**config.mk**
```make
export PLATFORM = sky130hd
export DESIGN_NAME = axi_lite_txn_engine
export DESIGN_NICKNAME = d
export VERILOG_FILES = /design/src/rtl/axiuart_pkg.sv /design/src/rtl/axi_lite_lane_mux.sv /design/src/rtl/axi_lite_txn_engine.sv
export SDC_FILE = /design/constraint.sdc
export NUM_CORES = 1
export LEC_CHECK = 0
export CORE_MARGIN = 10
export CORE_UTILIZATION = 40
export CTS_CLUSTER_DIAMETER = 40
export DETAILED_ROUTE_END_ITERATION = 16
export PLACE_DENSITY = 0.94
export SLEW_MARGIN = 20
export SYNTH_ARGS = -nofsm -noshare
export SYNTH_HDL_FRONTEND = slang
export SYNTH_SLANG_ARGS = --single-unit
export TNS_END_PERCENT = 50
```
**constraint.sdc**
```tcl
create_clock -name clk -period 6.1 [get_ports clk]
set_input_delay 0.61 -clock clk [delete_from_list [all_inputs] [get_ports clk]]
set_output_delay 0.61 -clock clk [all_outputs]
set_load 0.005 [all_outputs]
```
**src/rtl/axiuart_pkg.sv**
```systemverilog
// Shared definitions for the UART-AXI4 bridge.
// Holds the 8-bit response status codes, the transfer size encoding,
// the AXI response code for OKAY and the transaction engine state type.
package axiuart_pkg;

  localparam logic [7:0] STS_OK         = 8'h00;
  localparam logic [7:0] STS_CMD_INV    = 8'h02;
  localparam logic [7:0] STS_ADDR_ALIGN = 8'h03;
  localparam logic [7:0] STS_TIMEOUT    = 8'h04;
  localparam logic [7:0] STS_AXI_ERR    = 8'h05;

  localparam logic [1:0] AXI_RESP_OKAY  = 2'b00;

  typedef enum logic [1:0] {
    SIZE_8  = 2'b00,
    SIZE_16 = 2'b01,
    SIZE_32 = 2'b10
  } size_e;

  typedef enum logic [2:0] {
    ST_IDLE,
    ST_WR_BUS,
    ST_WR_RESP,
    ST_RD_ADDR,
    ST_RD_DATA,
    ST_RESP
  } state_e;

endpackage

```
**src/rtl/axi_lite_lane_mux.sv**
```systemverilog
// Byte-lane placement for a 32-bit AXI4-Lite data bus.
// Ports:
//   addr_lo   - byte offset within the word (address bits [1:0])
//   size      - transfer size (00=8b, 01=16b, 10=32b)
//   wdata_in  - right-justified write data
//   wdata_out - write data shifted onto its byte lanes
//   rdata_in  - raw bus read data
//   rdata_out - read data shifted down and zero-extended to the size
module axi_lite_lane_mux
  import axiuart_pkg::*;
(
  input  logic [1:0]  addr_lo,
  input  logic [1:0]  size,
  input  logic [31:0] wdata_in,
  output logic [31:0] wdata_out,
  input  logic [31:0] rdata_in,
  output logic [31:0] rdata_out
);

  logic [4:0]  shift;
  logic [31:0] rshift;

  always_comb begin
    shift     = {addr_lo, 3'b000};
    wdata_out = wdata_in << shift;
    rshift    = rdata_in >> shift;
    case (size)
      SIZE_8:  rdata_out = {24'h0, rshift[7:0]};
      SIZE_16: rdata_out = {16'h0, rshift[15:0]};
      default: rdata_out = rshift;
    endcase
  end

endmodule

```
**src/rtl/axi_lite_txn_engine.sv**
```systemverilog
// AXI4-Lite master stage of the UART-AXI4 bridge. Takes one decoded command
// (with its alignment verdict and strobe), runs a single write or read on the
// bus, or rejects it without bus traffic, and returns one status/data response.
// Ports:
//   clk, rst                    - clock, synchronous active-high reset
//   cmd_*                       - command handshake and fields
//   align_ok/_wstrb/_status     - aligner verdict for the command
//   m_axi_aw*/w*/b*/ar*/r*      - AXI4-Lite master channels
//   rsp_valid/ready/status/rdata- response to the frame builder
// Optional feature: define AXI_TXN_ENGINE_TIMEOUT_EN to enable the per
// transaction bus timeout (status 0x04). Without it the engine waits forever.
module axi_lite_txn_engine
  import axiuart_pkg::*;
#(
  parameter int unsigned ADDR_WIDTH     = 32,
  parameter int unsigned DATA_WIDTH     = 32,
  parameter int unsigned TIMEOUT_CYCLES = 1024
) (
  input  logic                  clk,
  input  logic                  rst,
  input  logic                  cmd_valid,
  output logic                  cmd_ready,
  input  logic                  cmd_rw,
  input  logic [ADDR_WIDTH-1:0] cmd_addr,
  input  logic [1:0]            cmd_size,
  input  logic [DATA_WIDTH-1:0] cmd_wdata,
  input  logic                  align_ok,
  input  logic [3:0]            align_wstrb,
  input  logic [2:0]            align_status,
  output logic [ADDR_WIDTH-1:0] m_axi_awaddr,
  output logic                  m_axi_awvalid,
  input  logic                  m_axi_awready,
  output logic [DATA_WIDTH-1:0] m_axi_wdata,
  output logic [3:0]            m_axi_wstrb,
  output logic                  m_axi_wvalid,
  input  logic                  m_axi_wready,
  input  logic [1:0]            m_axi_bresp,
  input  logic                  m_axi_bvalid,
  output logic                  m_axi_bready,
  output logic [ADDR_WIDTH-1:0] m_axi_araddr,
  output logic                  m_axi_arvalid,
  input  logic                  m_axi_arready,
  input  logic [DATA_WIDTH-1:0] m_axi_rdata,
  input  logic [1:0]            m_axi_rresp,
  input  logic                  m_axi_rvalid,
  output logic                  m_axi_rready,
  output logic                  rsp_valid,
  input  logic                  rsp_ready,
  output logic [7:0]            rsp_status,
  output logic [31:0]           rsp_rdata
);

  state_e                state_q, state_d;
  logic [ADDR_WIDTH-1:0] addr_q;
  logic [1:0]            size_q;
  logic [DATA_WIDTH-1:0] wdata_q;
  logic [3:0]            wstrb_q;
  logic                  aw_done_q, w_done_q;
  logic [7:0]            rsp_status_q;
  logic [31:0]           rsp_rdata_q;

  logic                  accept, rsp_load, aw_fire, w_fire, tmo_hit;
  logic [7:0]            sts_d;
  logic [31:0]           rdata_d, rd_extract;

  axi_lite_lane_mux u_lane_mux (
    .addr_lo   (addr_q[1:0]),
    .size      (size_q),
    .wdata_in  (wdata_q),
    .wdata_out (m_axi_wdata),
    .rdata_in  (m_axi_rdata),
    .rdata_out (rd_extract)
  );

`ifdef AXI_TXN_ENGINE_TIMEOUT_EN
  localparam int unsigned CNT_W = $clog2(TIMEOUT_CYCLES + 1);
  logic [CNT_W-1:0] tmo_cnt_q;
  logic             in_bus;

  assign in_bus  = (state_q == ST_WR_BUS) || (state_q == ST_WR_RESP) ||
                   (state_q == ST_RD_ADDR) || (state_q == ST_RD_DATA);
  assign tmo_hit = in_bus && (tmo_cnt_q == CNT_W'(TIMEOUT_CYCLES));

  // Saturates at the limit so a handshake that wins the timeout cycle still
  // leaves the following phase with an already-expired budget.
  always_ff @(posedge clk) begin
    if (rst || accept)
      tmo_cnt_q <= '0;
    else if (in_bus && (tmo_cnt_q != CNT_W'(TIMEOUT_CYCLES)))
      tmo_cnt_q <= tmo_cnt_q + CNT_W'(1);
  end
`else
  assign tmo_hit = 1'b0;
`endif

  always_comb begin
    state_d       = state_q;
    cmd_ready     = 1'b0;
    m_axi_awvalid = 1'b0;
    m_axi_wvalid  = 1'b0;
    m_axi_bready  = 1'b0;
    m_axi_arvalid = 1'b0;
    m_axi_rready  = 1'b0;
    rsp_valid     = 1'b0;
    accept        = 1'b0;
    rsp_load      = 1'b0;
    aw_fire       = 1'b0;
    w_fire        = 1'b0;
    sts_d         = STS_OK;
    rdata_d       = '0;
    case (state_q)
      ST_IDLE: begin
        cmd_ready = 1'b1;
        if (cmd_valid) begin
          accept = 1'b1;
          if (!align_ok) begin
            state_d  = ST_RESP;
            rsp_load = 1'b1;
            sts_d    = {5'b0, align_status};
          end else if (cmd_rw) begin
            state_d = ST_RD_ADDR;
          end else begin
            state_d = ST_WR_BUS;
          end
        end
      end
      ST_WR_BUS: begin
        m_axi_awvalid = !aw_done_q;
        m_axi_wvalid  = !w_done_q;
        aw_fire       = m_axi_awvalid && m_axi_awready;
        w_fire        = m_axi_wvalid && m_axi_wready;
        if ((aw_done_q || aw_fire) && (w_done_q || w_fire)) begin
          state_d = ST_WR_RESP;
        end else if (tmo_hit) begin
          state_d  = ST_RESP;
          rsp_load = 1'b1;
          sts_d    = STS_TIMEOUT;
        end
      end
      ST_WR_RESP: begin
        m_axi_bready = 1'b1;
        if (m_axi_bvalid) begin
          state_d  = ST_RESP;
          rsp_load = 1'b1;
          sts_d    = (m_axi_bresp == AXI_RESP_OKAY) ? STS_OK : STS_AXI_ERR;
        end else if (tmo_hit) begin
          state_d  = ST_RESP;
          rsp_load = 1'b1;
          sts_d    = STS_TIMEOUT;
        end
      end
      ST_RD_ADDR: begin
        m_axi_arvalid = 1'b1;
        if (m_axi_arready) begin
          state_d = ST_RD_DATA;
        end else if (tmo_hit) begin
          state_d  = ST_RESP;
          rsp_load = 1'b1;
          sts_d    = STS_TIMEOUT;
        end
      end
      ST_RD_DATA: begin
        m_axi_rready = 1'b1;
        if (m_axi_rvalid) begin
          state_d  = ST_RESP;
          rsp_load = 1'b1;
          if (m_axi_rresp == AXI_RESP_OKAY) begin
            sts_d   = STS_OK;
            rdata_d = rd_extract;
          end else begin
            sts_d   = STS_AXI_ERR;
          end
        end else if (tmo_hit) begin
          state_d  = ST_RESP;
          rsp_load = 1'b1;
          sts_d    = STS_TIMEOUT;
        end
      end
      ST_RESP: begin
        rsp_valid = 1'b1;
        if (rsp_ready) state_d = ST_IDLE;
      end
      default: state_d = ST_IDLE;
    endcase
  end

  always_ff @(posedge clk) begin
    if (rst) begin
      state_q      <= ST_IDLE;
      aw_done_q    <= 1'b0;
      w_done_q     <= 1'b0;
      rsp_status_q <= 8'h00;
      rsp_rdata_q  <= '0;
    end else begin
      state_q <= state_d;
      if (accept) begin
        aw_done_q <= 1'b0;
        w_done_q  <= 1'b0;
      end else begin
        if (aw_fire) aw_done_q <= 1'b1;
        if (w_fire)  w_done_q  <= 1'b1;
      end
      if (rsp_load) begin
        rsp_status_q <= sts_d;
        rsp_rdata_q  <= rdata_d;
      end
    end
  end

  // Command fields are only meaningful after acceptance; no reset needed.
  always_ff @(posedge clk) begin
    if (accept) begin
      addr_q  <= cmd_addr;
      size_q  <= cmd_size;
      wdata_q <= cmd_wdata;
      wstrb_q <= align_wstrb;
    end
  end

  assign m_axi_awaddr = addr_q;
  assign m_axi_araddr = addr_q;
  assign m_axi_wstrb  = wstrb_q;
  assign rsp_status   = rsp_status_q;
  assign rsp_rdata    = rsp_rdata_q;

endmodule

```
==> run summary, run 1 <==
The run finished with clean final reports. The average routed wire per standard cell is 21.29 um. The critical path is of the flop to output pin type. The wire length on met1 came out at 5.730 mm.

CTS placed an instance of sky130_fd_sc_hd__clkbuf_16 at the clock tree root. After detailed routing, the number of vias per cell comes to 5.228. The number of DRC violations after detailed routing came out at 0.

The internal power of the cells totals 1960 uW. The share of synthesized area in the top cell type comes to 0.4285. The leakage power is 0.002789 uW. The worst IR drop on VDD is 0.2048 mV.

The nature of the critical path startpoint is a flop. The number of buffers inserted to repair setup after CTS is 0. The cell area after synthesis came out at 0.004906 sq mm. The clock group share of total power is 0.219. The category of the worst setup path capture point is an output pin.

The number of port buffers came out at 261. The final critical-path required period is 3072 ps. The clock latency at the later pin of the worst-skew pair came out at 340 ps. The via count is 4010. In this run the critical register-to-register path is launched from state_q[0]$_SDFFE_PP0P_. The depth of the most critical reg-to-reg path came out at 6.

The number of distinct library cells after synthesis came out at 44. The final wirelength came out at 16.33 mm. In the finished design, the share of the clock period the worst path needs comes to 0.5037. The register bit total from synthesis came out at 110. The final number of setup-violating endpoints came out at 0. The setup total negative slack came out at 0 ps.

For this configuration, the core starts out at a cell density of 0.4084. The global-route wire length before repair came out at 24.17 mm. TritonCTS built the clock tree. After global routing the overflow that remains totals 0. Of the total power, combinational logic draws 0.386. The number of enable flip-flop cells after synthesis is 70. After synthesis, the cell types taking the most area are sky130_fd_sc_hd__edfxtp_1 (43%), sky130_fd_sc_hd__dfxtp_1 (16%), sky130_fd_sc_hd__mux2i_1 (6.7%), sky130_fd_sc_hd__buf_4 (6.0%), sky130_fd_sc_hd__a22o_1 (2.9%).

The core region area came out at 0.01201 sq mm. The worst slack at placement came out at 2875 ps. The clock transition time at the flip-flop clock pins of the worst setup and hold paths is 70 ps. The routability-driven placement congestion ratio is 0.8274.

The total net switching power is 876.5 uW. The final worst-path setup slack is 3028 ps. The critical path ends at m_axi_wdata[5].

The clock tree synthesis step divided the H-tree into 3 levels. The starting DRC count in detailed routing came out at 207. The synthesized area per cell is 12.36 sq um. The row count is 40. Entering global routing, the biggest net connects 75 pins. The worst register-to-register path ends at rsp_rdata[26]$_SDFFE_PP0P_. In this run, CTS created clock tree buffers numbering 9. In this run, post-CTS hold repair placed 0 buffers. The net switching fraction of the power is 0.3091. The power density normalized to cell area came out at 370.1 mW/mm^2. The timing startpoint of the critical path is m_axi_araddr[0]$_DFFE_PP_. The wire length on met3 is 1.862 mm. Of the synthesized area, sequential elements account for 0.5917. The remaining number of nets flagged by the antenna check after routing is 0. The number of pins exceeding their max-slew limit in the final report came out at 0. The final layout net count came out at 736. The maximum clock frequency is 325.5 MHz. The number of global-route vias before repair was 4308.

The design draws 2836 uW. The area growth from synthesis to layout is 56.21%. The count of warnings emitted by yosys is 0.

The maximum clock path buffer count is 2. Headroom to the max-slew limit came out at 0.3767. The HPWL reported at the end of detailed placement is 12.68 mm. The repair_antennas step left the layout with diodes totalling 0. The layout cell share with drive strength beyond 1 is 0.04839.

The clock sink count came out at 110. The number of hold violations in the final report came out at 0. The routed design uses 8.332 mm of met2 wire. The largest total area in the synthesized netlist belongs to sky130_fd_sc_hd__edfxtp_1.

The area enclosed by the die boundary came out at 0.01709 sq mm. The die width came out at 130.7 um. For this run, the leading register cell type out of synthesis is sky130_fd_sc_hd__edfxtp_1. The boundary pin count came out at 267. The post-cts sizing count is 0.

The data required time at the worst endpoint came out at 5490 ps. The initial antenna violation count is 0. The number of standard cells after synthesis is 397. The worst min-delay path category is flop to flop. Of all nets on the critical path, the largest fanout is 67. The highest metal layer with signal wires is met4.

The sequential cell fraction of total power is 0.395. The startpoint identified for the worst hold timing path is rsp_rdata[7]$_SDFFE_PP0P_. The detailed-routing iteration count for the pre-antenna-repair pass came out at 4. The slack of the worst reg-to-reg path came out at 3550 ps. The die span in y is 130.7 um. The share of flip-flops with an asynchronous set or reset came out at 0.

The setup clock skew after layout is 5.281 ps. Setup repair after global routing left no endpoint under its margin. For the pin with the worst max-slew slack, the measured transition is 935.0 ps.

The critical path data arrival time is 2460 ps. The max-capacitance violation count is 0. The global-route usage over all layers is 0.1828.
## through the flow
stage / std cells / utilization / hold slack, ps / instance area (sq um)
after floorplan: 401 / - / 455.8 / 4921
after global placement: 751 / 0.6106 / 447.4 / 7335
after detailed placement: 751 / 0.6106 / 456.6 / 7335
after CTS: 766 / 0.6368 / 477.9 / 7649
after global routing: 767 / 0.6380 / 484.7 / 7664
final: 767 / 0.6380 / 475.1 / 7664
## registers in the layout, indices dropped and copies added, names as in the netlist
signal	flops
m_axi_araddr	32
rsp_rdata	32
wdata_q	32
m_axi_wstrb	4
rsp_status	3
state_q	3
size_q	2
aw_done_q	1
w_done_q	1
## final cells by class
| type | count | area [sq um] |
|---|---|---|
| clock inverters | 5 | 85.08 |
| flip-flops and latches | 110 | 2903 |
| multi-input cells | 226 | 1594 |
| inverters | 3 | 11.26 |
| well taps | 147 | 183.9 |
| clock buffers | 10 | 229.0 |
| repair buffers | 266 | 2658 |
| fillers | 856 | 4348 |
## synthesized netlist by cell type, drive strengths merged (9+ instances only)
master	number
mux2i	33
and2	10
a21oi	15
clkbuf	9
a22o	16
nor2	14
a211oi	11
o21ai	18
edfxtp	70
nand2	27
buf	53
dfxtp	40
nor2b	18
## power groups by stage
stage	Clock (uW)	Combinational [uW]	Sequential [uW]
6_report	621	1090	1120
3_3_place_gp	0	1070	1120
3_5_place_dp	0	1100	1140
4_1_cts	632	1100	1120
2_1_floorplan	0	557	1100
5_1_grt	661	1180	1140
## worst max-delay path, stage by stage, from the launching register on
cell and delay [ps]:
sky130_fd_sc_hd__edfxtp_1 380, sky130_fd_sc_hd__buf_4 370, sky130_fd_sc_hd__nor2_1 620, sky130_fd_sc_hd__and2_1 220
sky130_fd_sc_hd__clkdlybuf4s50_1 540
## cells in the final DEF (no fill, tap or decap), types with 9 or more instances in the layout
| cell | instances |
|---|---|
| sky130_fd_sc_hd__a21oi_1 | 14 |
| sky130_fd_sc_hd__nor2_1 | 14 |
| sky130_fd_sc_hd__dfxtp_1 | 40 |
| sky130_fd_sc_hd__a211oi_1 | 11 |
| sky130_fd_sc_hd__nor2b_1 | 17 |
| sky130_fd_sc_hd__edfxtp_1 | 70 |
| sky130_fd_sc_hd__clkbuf_16 | 9 |
| sky130_fd_sc_hd__and2_1 | 10 |
| sky130_fd_sc_hd__a22o_1 | 16 |
| sky130_fd_sc_hd__nand2_1 | 27 |
| sky130_fd_sc_hd__mux2i_1 | 33 |
| sky130_fd_sc_hd__o21ai_0 | 18 |
| sky130_fd_sc_hd__clkdlybuf4s50_1 | 261 |
## routing by layer
layer  track usage  vias to the layer above
met5             0                        -
met4       0.07325                        0
met3       0.08421                       30
met2        0.3194                      220
met1        0.1859                     1898
li1              -                     1862
## cells by family after synthesis
logic type             synth area share
AOI/OAI and AO/OA                0.1433
buffers and inverters           0.08824
DFF                              0.5917
muxes                           0.06733
other                         0.0007644
and+or+nand+nor                  0.1086
## worst min-delay path by stage
stage	depth (start not counted)	end	slack, ps
final	1	rsp_rdata[7]$_SDFFE_PP0P_	480
after global routing	1	rsp_rdata[16]$_SDFFE_PP0P_	480
after CTS	1	rsp_rdata[16]$_SDFFE_PP0P_	480
after detailed placement	1	rsp_rdata[21]$_SDFFE_PP0P_	460
after global placement	1	rsp_rdata[16]$_SDFFE_PP0P_	450
after floorplan	1	rsp_rdata[16]$_SDFFE_PP0P_	460
Power figures use the tool's default switching activity.
==> inputs of run 2 (changes only) <==
--- a/config.mk
+++ b/config.mk
@@ -6,10 +6,10 @@
 export NUM_CORES = 1
 export LEC_CHECK = 0
 export CORE_MARGIN = 10
-export CORE_UTILIZATION = 40
+export CORE_UTILIZATION = 39
 export CTS_CLUSTER_DIAMETER = 40
 export DETAILED_ROUTE_END_ITERATION = 16
-export PLACE_DENSITY = 0.94
+export PLACE_DENSITY = 0.92
 export SLEW_MARGIN = 20
 export SYNTH_ARGS = -nofsm -noshare
 export SYNTH_HDL_FRONTEND = slang
==> constraint.sdc (replaced) <==
create_clock -name clk -period 2.9 [get_ports clk]
set_input_delay 0.29 -clock clk [delete_from_list [all_inputs] [get_ports clk]]
set_output_delay 0.29 -clock clk [all_outputs]
set_load 0.005 [all_outputs]
==> run 2 against run 1 <==
  * Via count grew 1.1%
  * Core utilization down 0.51 points
  * Sequential power rose by 110%
  * Sequential cell count stayed put
  * First-iteration DRC count decreased by 2.9%
  * Critical path type unchanged
  * Largest cell class unchanged
  * Largest power group unchanged
==> run summary, run 2 (synthesized netlist as in run 1, its figures left out) <==
The overall power of the completed layout was 5867 uW (was 2836 uW). The remaining number of nets flagged by the antenna check after routing was 0 (unchanged). The boundary pin count was 267 (unchanged). The leading cell type in the layout, fill and taps excluded is sky130_fd_sc_hd__clkdlybuf4s50_1 (unchanged). The launching point of the worst reg2reg path is state_q[2]$_SDFFE_PP0P_ (was state_q[0]$_SDFFE_PP0P_). The maximum clock path buffer count is 2 (unchanged). Setup repair after global routing missed its margin: no (unchanged). The initial cell density of the core came to 0.4034 (was 0.4084). The total clock buffers created by CTS came to 9 (unchanged). The row count came out at 40 (unchanged).

The post-route clock period utilization came out at 0.8373. The data required time at the worst endpoint came out at 2610 ps (was 5490 ps). The detailed-routing iteration count for the pre-antenna-repair pass is 7 (was 4). The sink of the worst hold path is rsp_rdata[22]$_SDFFE_PP0P_ (was rsp_rdata[7]$_SDFFE_PP0P_). The post-layout instance count excluding filler cells is 793 (was 767). The final wirelength is 16.67 mm (was 16.33 mm). The global-route wire length before repair is 25.38 mm (was 24.17 mm). The power density normalized to cell area came out at 762.2 mW/mm^2 (was 370.1 mW/mm^2). The number of buffers inserted by hold repair at cts is 0 (unchanged). The number of pins exceeding their max-slew limit in the final report came out at 0 (unchanged).

The die span in y is 132.2 um (was 130.7 um). The global-route usage over all layers came out at 0.1828 (about the same). The worst slack at placement is 667.7 ps (was 2875 ps). The layout cell share with drive strength beyond 1 is 0.05600 (was 0.04839). The worst setup path category is flop to output pin (unchanged). The area enclosed by the die boundary is 0.01746 sq mm (was 0.01709 sq mm). Counting I/O delays and the setup requirement, the final critical path takes 2428 ps. The average routed wire per standard cell is 21.03 um (was 21.29 um).

The clock group share of total power is 0.201 (was 0.219). The via count normalized by instance count is 5.112 (was 5.228). The clock latency at the later pin of the worst-skew pair is 350 ps (was 340 ps). The sequential cell fraction of total power came out at 0.401 (was 0.395). The core region area came to 0.01216 sq mm (was 0.01201 sq mm). The diode insertion count for antenna repair is 0 (unchanged). The max-capacitance violation count was 0 (unchanged).

The critical path data arrival time came out at 2140 ps (was 2460 ps). The layout overhead on the synthesized area came out at 56.90% (was 56.21%). The total net switching power came out at 1881 uW (was 876.5 uW). Run status: completed (unchanged). The kind of cell adding the most delay to the critical path is buffers and inverters (unchanged). The cell chosen for the clock root is sky130_fd_sc_hd__clkbuf_16 (unchanged). The number of H-tree branching levels is 3 (unchanged). The net switching fraction of the power came out at 0.3207 (was 0.3091). The starting DRC count in detailed routing came out at 201 (was 207). The slack of the worst reg-to-reg path came out at 790 ps (was 3550 ps). The category of the worst setup path capture point is an output pin (unchanged). The tightest slew margin relative to the limit came to 0.5576 (was 0.3767).

The clock sink count came out at 110 (unchanged). The die width came out at 132.2 um (was 130.7 um). The worst IR drop on VDD came to 0.4855 mV (was 0.2048 mV). The post-cts sizing count came out at 0 (unchanged). The final layout net count came out at 740 (was 736).

The setup clock skew after layout is 10.49 ps (was 5.281 ps). The via count is 4054 (was 4010). Cells along the critical path: buf_4 > nor2b_1 > a211oi_1 > a21oi_1 > clkdlybuf4s50_1 (was buf_4 > nor2_1 > and2_1 > clkdlybuf4s50_1). The startpoint of the lowest-slack hold path is rsp_rdata[22]$_SDFFE_PP0P_ (was rsp_rdata[7]$_SDFFE_PP0P_). The initial antenna violation count came out at 0 (unchanged).

The number of global-route vias before repair came out at 4270 (was 4308). The critical path buffer and inverter count came out at 2 (unchanged). The leakage power was 0.002799 uW (was 0.002789 uW). The setup total negative slack was 0 ps (unchanged). The number of hold violations in the final report is 0 (unchanged). The worst min-delay path category is flop to flop (unchanged). The hold path depth came out at 1 (unchanged). The depth of the most critical reg-to-reg path came to 5 (was 6). The cell total after placement was 777 (was 751). The clock transition time at the flip-flop clock pins of the worst setup and hold paths came out at 70 ps (about the same). The routability-driven placement congestion ratio came out at 0.8520 (was 0.8274).

The peak fanout along the critical path was 47 (was 67). The portion of total power attributed to combinational logic is 0.398 (was 0.386). The nature of the critical path startpoint is a flop (unchanged). Commonest cells after routing, fill and taps aside: sky130_fd_sc_hd__clkdlybuf4s50_1 (261), sky130_fd_sc_hd__edfxtp_1 (70), sky130_fd_sc_hd__dfxtp_1 (40), sky130_fd_sc_hd__mux2i_1 (33), sky130_fd_sc_hd__nand2_1 (27) (unchanged). The share of the core filled with cells in the final layout was 0.6329 (was 0.6380). The remaining global-route overflow is 0 (unchanged).

The pin slew with the least headroom to its limit is 662.7 ps (was 935.0 ps). The number of port buffers was 261 (unchanged). The maximum number of pins on one net before global-route repair was 74 (was 75). Based on the critical path, the design can be clocked at up to 411.8 MHz.

The clock tree from TritonCTS was done (unchanged). The end of the worst register-to-register path is rsp_rdata[25]$_SDFFE_PP0P_ (was rsp_rdata[26]$_SDFFE_PP0P_). The cell-internal power is 3986 uW (was 1960 uW).

The HPWL reported at the end of detailed placement is 13.26 mm (was 12.68 mm). The largest stage delay on the critical path came out at 500 ps (was 620 ps). The library cell contributing the largest single delay on the critical path is sky130_fd_sc_hd__clkdlybuf4s50_1 (was sky130_fd_sc_hd__nor2_1). The number of buffers inserted to repair setup after CTS was 0 (unchanged). The final worst-path setup slack is 471.8 ps (was 3028 ps). The final number of setup-violating endpoints is 0 (unchanged). The timing startpoint of the critical path is m_axi_araddr[1]$_DFFE_PP_ (was m_axi_araddr[0]$_DFFE_PP_). The number of DRC violations after detailed routing came out at 0 (unchanged).
==> run 2: cell types whose count changed in the layout (fill, tap and decap cells not counted), sizes merged <==
| cell | previous run | this run |
|---|---|---|
| clkinv | 2 | 3 |
| inv | 3 | 5 |
| buf | 5 | 9 |
| bufinv | 2 | 0 |
==> run 2: per-layer routing <==
metal | vias up | share of wire | global-route usage
met5 | - | 0 | 0
met1 | 1898 | 0.35 | 0.1812
met2 | 247 | 0.52 | 0.3228
met4 | 0 | 0.026 | 0.07108
li1 | 1884 | - | -
met3 | 25 | 0.10 | 0.08651
==> run 2: worst max path at each step <==
stage / to / slack, ps / depth (start not counted)
5_1_grt: m_axi_wdata[17] / 240 / 5
6_report: m_axi_wdata[28] / 470 / 5
3_3_place_gp: rsp_rdata[27]$_SDFFE_PP0P_ / 720 / 5
4_1_cts: m_axi_wdata[17] / 420 / 5
3_5_place_dp: rsp_rdata[25]$_SDFFE_PP0P_ / 670 / 5
2_1_floorplan: rsp_rdata[14]$_SDFFE_PP0P_ / -890 / 6
==> run 2: through the flow <==
| step | instance area (sq um) | hold slack (ps) |
|---|---|---|
| final | 7697 | 470.6 |
| after floorplan | 4921 | 388.9 |
| after CTS | 7697 | 474.6 |
| after global placement | 7411 | 445.4 |
| after detailed placement | 7411 | 448.4 |
| after global routing | 7697 | 466.2 |
==> run 2: cell type report <==
| class | instances | area, sq um |
|---|---|---|
| fill | 892 | 4464 |
| sequential | 110 | 2903 |
| timing repair buffer | 270 | 2693 |
| multi-input combinational | 226 | 1594 |
| clock buffer | 10 | 229.0 |
| tap | 168 | 210.2 |
| clock inverter | 6 | 57.56 |
| inverter | 3 | 11.26 |
==> run 2: power by group through the flow <==
stage	logic (uW)	registers [uW]	clock network (uW)
final	2330	2350	1180
after global routing	2520	2390	1270
after CTS	2370	2350	1210
after detailed placement	2360	2380	0
after global placement	2310	2360	0
after floorplan	1170	2310	0
==> inputs of run 3 (changes only) <==
==> constraint.sdc (replaced) <==
create_clock -name clk -period 2.3 [get_ports clk]
set_input_delay 0.23 -clock clk [delete_from_list [all_inputs] [get_ports clk]]
set_output_delay 0.23 -clock clk [all_outputs]
set_load 0.005 [all_outputs]
==> run 3 against run 2 <==
  * Global-route usage decreased by 0.36 points
  * Non-clock buffer count increased by 5
  * Combinational power increased by 29%
  * Via count increased by 1.6%
  * Clock skew decreased by 2.0 ps
  * Clock power increased by 41%
  * Register-to-register slack got worse by 480 ps
  * Sequential share of layout area decreased by 0.40 points
  * Final area increased by 1.1%
==> run summary, run 3 (synthesized netlist as in run 1, its figures left out) <==
The area enclosed by the die boundary is 0.01746 sq mm (unchanged). The net switching fraction of the power is 0.3077 (was 0.3207). The worst IR drop on VDD is 0.7082 mV (was 0.4855 mV).

The clock sink count is 110 (unchanged). The leakage power is 0.002849 uW (was 0.002799 uW). The clock transition time at the flip-flop clock pins of the worst setup and hold paths was 70 ps (about the same). Derived from the worst setup path, the maximum achievable clock frequency is 452.4 MHz. The layout overhead on the synthesized area is 58.58% (was 56.90%). The share of the core filled with cells in the final layout was 0.6397 (was 0.6329). The launching point of the worst reg2reg path is state_q[2]$_SDFFE_PP0P_ (unchanged).

The cell-internal power came out at 5261 uW (was 3986 uW). The pin slew with the least headroom to its limit came to 540.2 ps (was 662.7 ps). The nature of the critical path startpoint was a flop (unchanged).

The maximum clock path buffer count was 2 (unchanged). The total net switching power came out at 2338 uW (was 1881 uW). The clock tree from TritonCTS was done (unchanged). The maximum number of pins on one net before global-route repair was 73 (was 74). The remaining global-route overflow came to 0 (unchanged).

The max-capacitance violation count came out at 0 (unchanged). The total clock buffers created by CTS is 9 (unchanged). The routability-driven placement congestion ratio came out at 0.8247 (was 0.8520). The startpoint of the lowest-slack hold path is cmd_size[0] (was rsp_rdata[22]$_SDFFE_PP0P_). The detailed-routing iteration count for the pre-antenna-repair pass is 6 (was 7).

The clock group share of total power came out at 0.218 (was 0.201). The boundary pin count is 267 (unchanged). The data required time at the worst endpoint came out at 2070 ps (was 2610 ps).

The core region area is 0.01216 sq mm (unchanged). The depth of the most critical reg-to-reg path was 4 (was 5). Commonest cells after routing, fill and taps aside: sky130_fd_sc_hd__clkdlybuf4s50_1 (261), sky130_fd_sc_hd__edfxtp_1 (70), sky130_fd_sc_hd__dfxtp_1 (40), sky130_fd_sc_hd__mux2i_1 (33), sky130_fd_sc_hd__nand2_1 (27) (unchanged).

The sequential cell fraction of total power is 0.385 (was 0.401). The clock latency at the later pin of the worst-skew pair came out at 350 ps (about the same). The category of the worst setup path capture point is an output pin (unchanged).

The post-placement cell area was 0.007448 sq mm (was 0.007411 sq mm). The via count normalized by instance count is 5.159 (was 5.112). The worst min-delay path category is input port to flop (was flop to flop). The global-route wire length before repair is 24.56 mm (was 25.38 mm). The post-route clock period utilization is 0.9611. The power density normalized to cell area is 976.8 mW/mm^2 (was 762.2 mW/mm^2). The final layout net count came out at 745 (was 740). The final number of setup-violating endpoints is 0 (unchanged).

The number of port buffers came out at 261 (unchanged). The HPWL reported at the end of detailed placement came out at 12.98 mm (was 13.26 mm). The number of global-route vias before repair was 4287 (was 4270). The average routed wire per standard cell is 20.54 um (was 21.03 um).

The die width came to 132.2 um (unchanged). The post-layout instance area is 0.007780 sq mm (was 0.007697 sq mm). The initial antenna violation count is 0 (unchanged). The diode insertion count for antenna repair is 0 (unchanged).

The starting DRC count in detailed routing is 240 (was 201). The final wirelength is 16.39 mm (was 16.67 mm). Run status: completed (unchanged). The die span in y was 132.2 um (unchanged).

The number of H-tree branching levels is 3 (unchanged). The peak fanout along the critical path came out at 17 (was 47). The number of hold violations in the final report is 0 (unchanged). The initial cell density of the core was 0.4034 (unchanged). The row count came out at 40 (unchanged). The final critical-path required period came out at 2210 ps. The hold slack is 428.6 ps (was 470.6 ps).

The via count was 4117 (was 4054). The portion of total power attributed to combinational logic is 0.397 (was 0.398). The critical path data arrival time was 1980 ps (was 2140 ps).

The setup clock skew after layout came out at 8.470 ps (was 10.49 ps). The number of pins exceeding their max-slew limit in the final report came out at 0 (unchanged). The global-route usage over all layers is 0.1792 (was 0.1828).

The tightest slew margin relative to the limit is 0.6393 (was 0.5576). The layout cell share with drive strength beyond 1 came out at 0.06190 (was 0.05600). The number of DRC violations after detailed routing came out at 0 (unchanged). The cell chosen for the clock root is sky130_fd_sc_hd__clkbuf_16 (unchanged). The leading cell type in the layout, fill and taps excluded is sky130_fd_sc_hd__clkdlybuf4s50_1 (unchanged).

The remaining number of nets flagged by the antenna check after routing is 0 (unchanged). The worst setup path category is flop to output pin (unchanged). The hold path depth came out at 1 (unchanged). The timing startpoint of the critical path is m_axi_araddr[0]$_DFFE_PP_ (was m_axi_araddr[1]$_DFFE_PP_).
==> run 3: cell count changes in the layout (fill, tap and decap cells not counted) <==
cell and delta:
sky130_fd_sc_hd__clkinv_8 -1, sky130_fd_sc_hd__clkbuf_1 +1, sky130_fd_sc_hd__buf_6 +3, sky130_fd_sc_hd__clkinvlp_4 -1, sky130_fd_sc_hd__nor2b_2 -1, sky130_fd_sc_hd__nor2b_4 +1, sky130_fd_sc_hd__buf_4 +2, sky130_fd_sc_hd__bufinv_16 +2
sky130_fd_sc_hd__inv_8 -1
==> run 3: cell type report <==
| cell class | instances | area (sq um) |
|---|---|---|
| sequential | 110 | 2903 |
| multi-input combinational | 226 | 1599 |
| inverter | 3 | 11.26 |
| fill | 915 | 4382 |
| tap | 168 | 210.2 |
| clock inverter | 5 | 82.58 |
| clock buffer | 11 | 232.7 |
| timing repair buffer | 275 | 2741 |
==> run 3: final timing paths <==
kind                                                    to  slack [ps]
worst min register to register   rsp_rdata[5]$_SDFFE_PP0P_         470
worst max register to register  rsp_rdata[29]$_SDFFE_PP0P_         310
worst max-delay path                        m_axi_wdata[7]          90
worst min-delay path                   size_q[0]$_DFFE_PP_         430
==> run 3: power groups by stage <==
stage / Clock [uW] / Sequential [uW] / Combinational (uW)
floorplan: 0 / 2910 / 1480
global placement: 0 / 2940 / 2950
detailed placement: 0 / 2960 / 3040
CTS: 1690 / 2930 / 3050
global route: 1760 / 2980 / 3240
finish: 1660 / 2930 / 3010
==> run 3: per-layer routing <==
| layer | up-vias | routed length, um | global-route usage |
|---|---|---|---|
| met5 | - | 0 | 0 |
| met4 | 0 | 685 | 0.1020 |
| met3 | 41 | 1694 | 0.08155 |
| met2 | 252 | 8130 | 0.3127 |
| met1 | 1938 | 5882 | 0.1706 |
| li1 | 1886 | - | - |
==> run 3: per-stage QoR <==
stage | setup TNS, ps | std cells | total power [uW] | setup slack [ps]
floorplan | -118320 | 401 | 4384 | -1486
global placement | 0 | 782 | 5893 | 406.7
detailed placement | 0 | 782 | 5994 | 320.4
CTS | 0 | 798 | 7676 | 13.11
global route | -1.018 | 798 | 7984 | -1.018
finish | 0 | 798 | 7599 | 89.58
==> run 3: worst max-delay path, cell delays in order, from the launching register on <==
cell	delay (ps)
sky130_fd_sc_hd__edfxtp_1	440
sky130_fd_sc_hd__buf_6	190
sky130_fd_sc_hd__nor2_1	140
sky130_fd_sc_hd__buf_4	170
sky130_fd_sc_hd__and2_1	160
sky130_fd_sc_hd__clkdlybuf4s50_1	530
==> run 3: what timing repair did <==
item	in CTS	in global routing
endpoints found under the hold margin	0	0
hold buffers	0	0
setup endpoints to repair	1	9
setup buffers	0	0
cloned	0	0
resized for setup	1	3
pin swaps	0	0
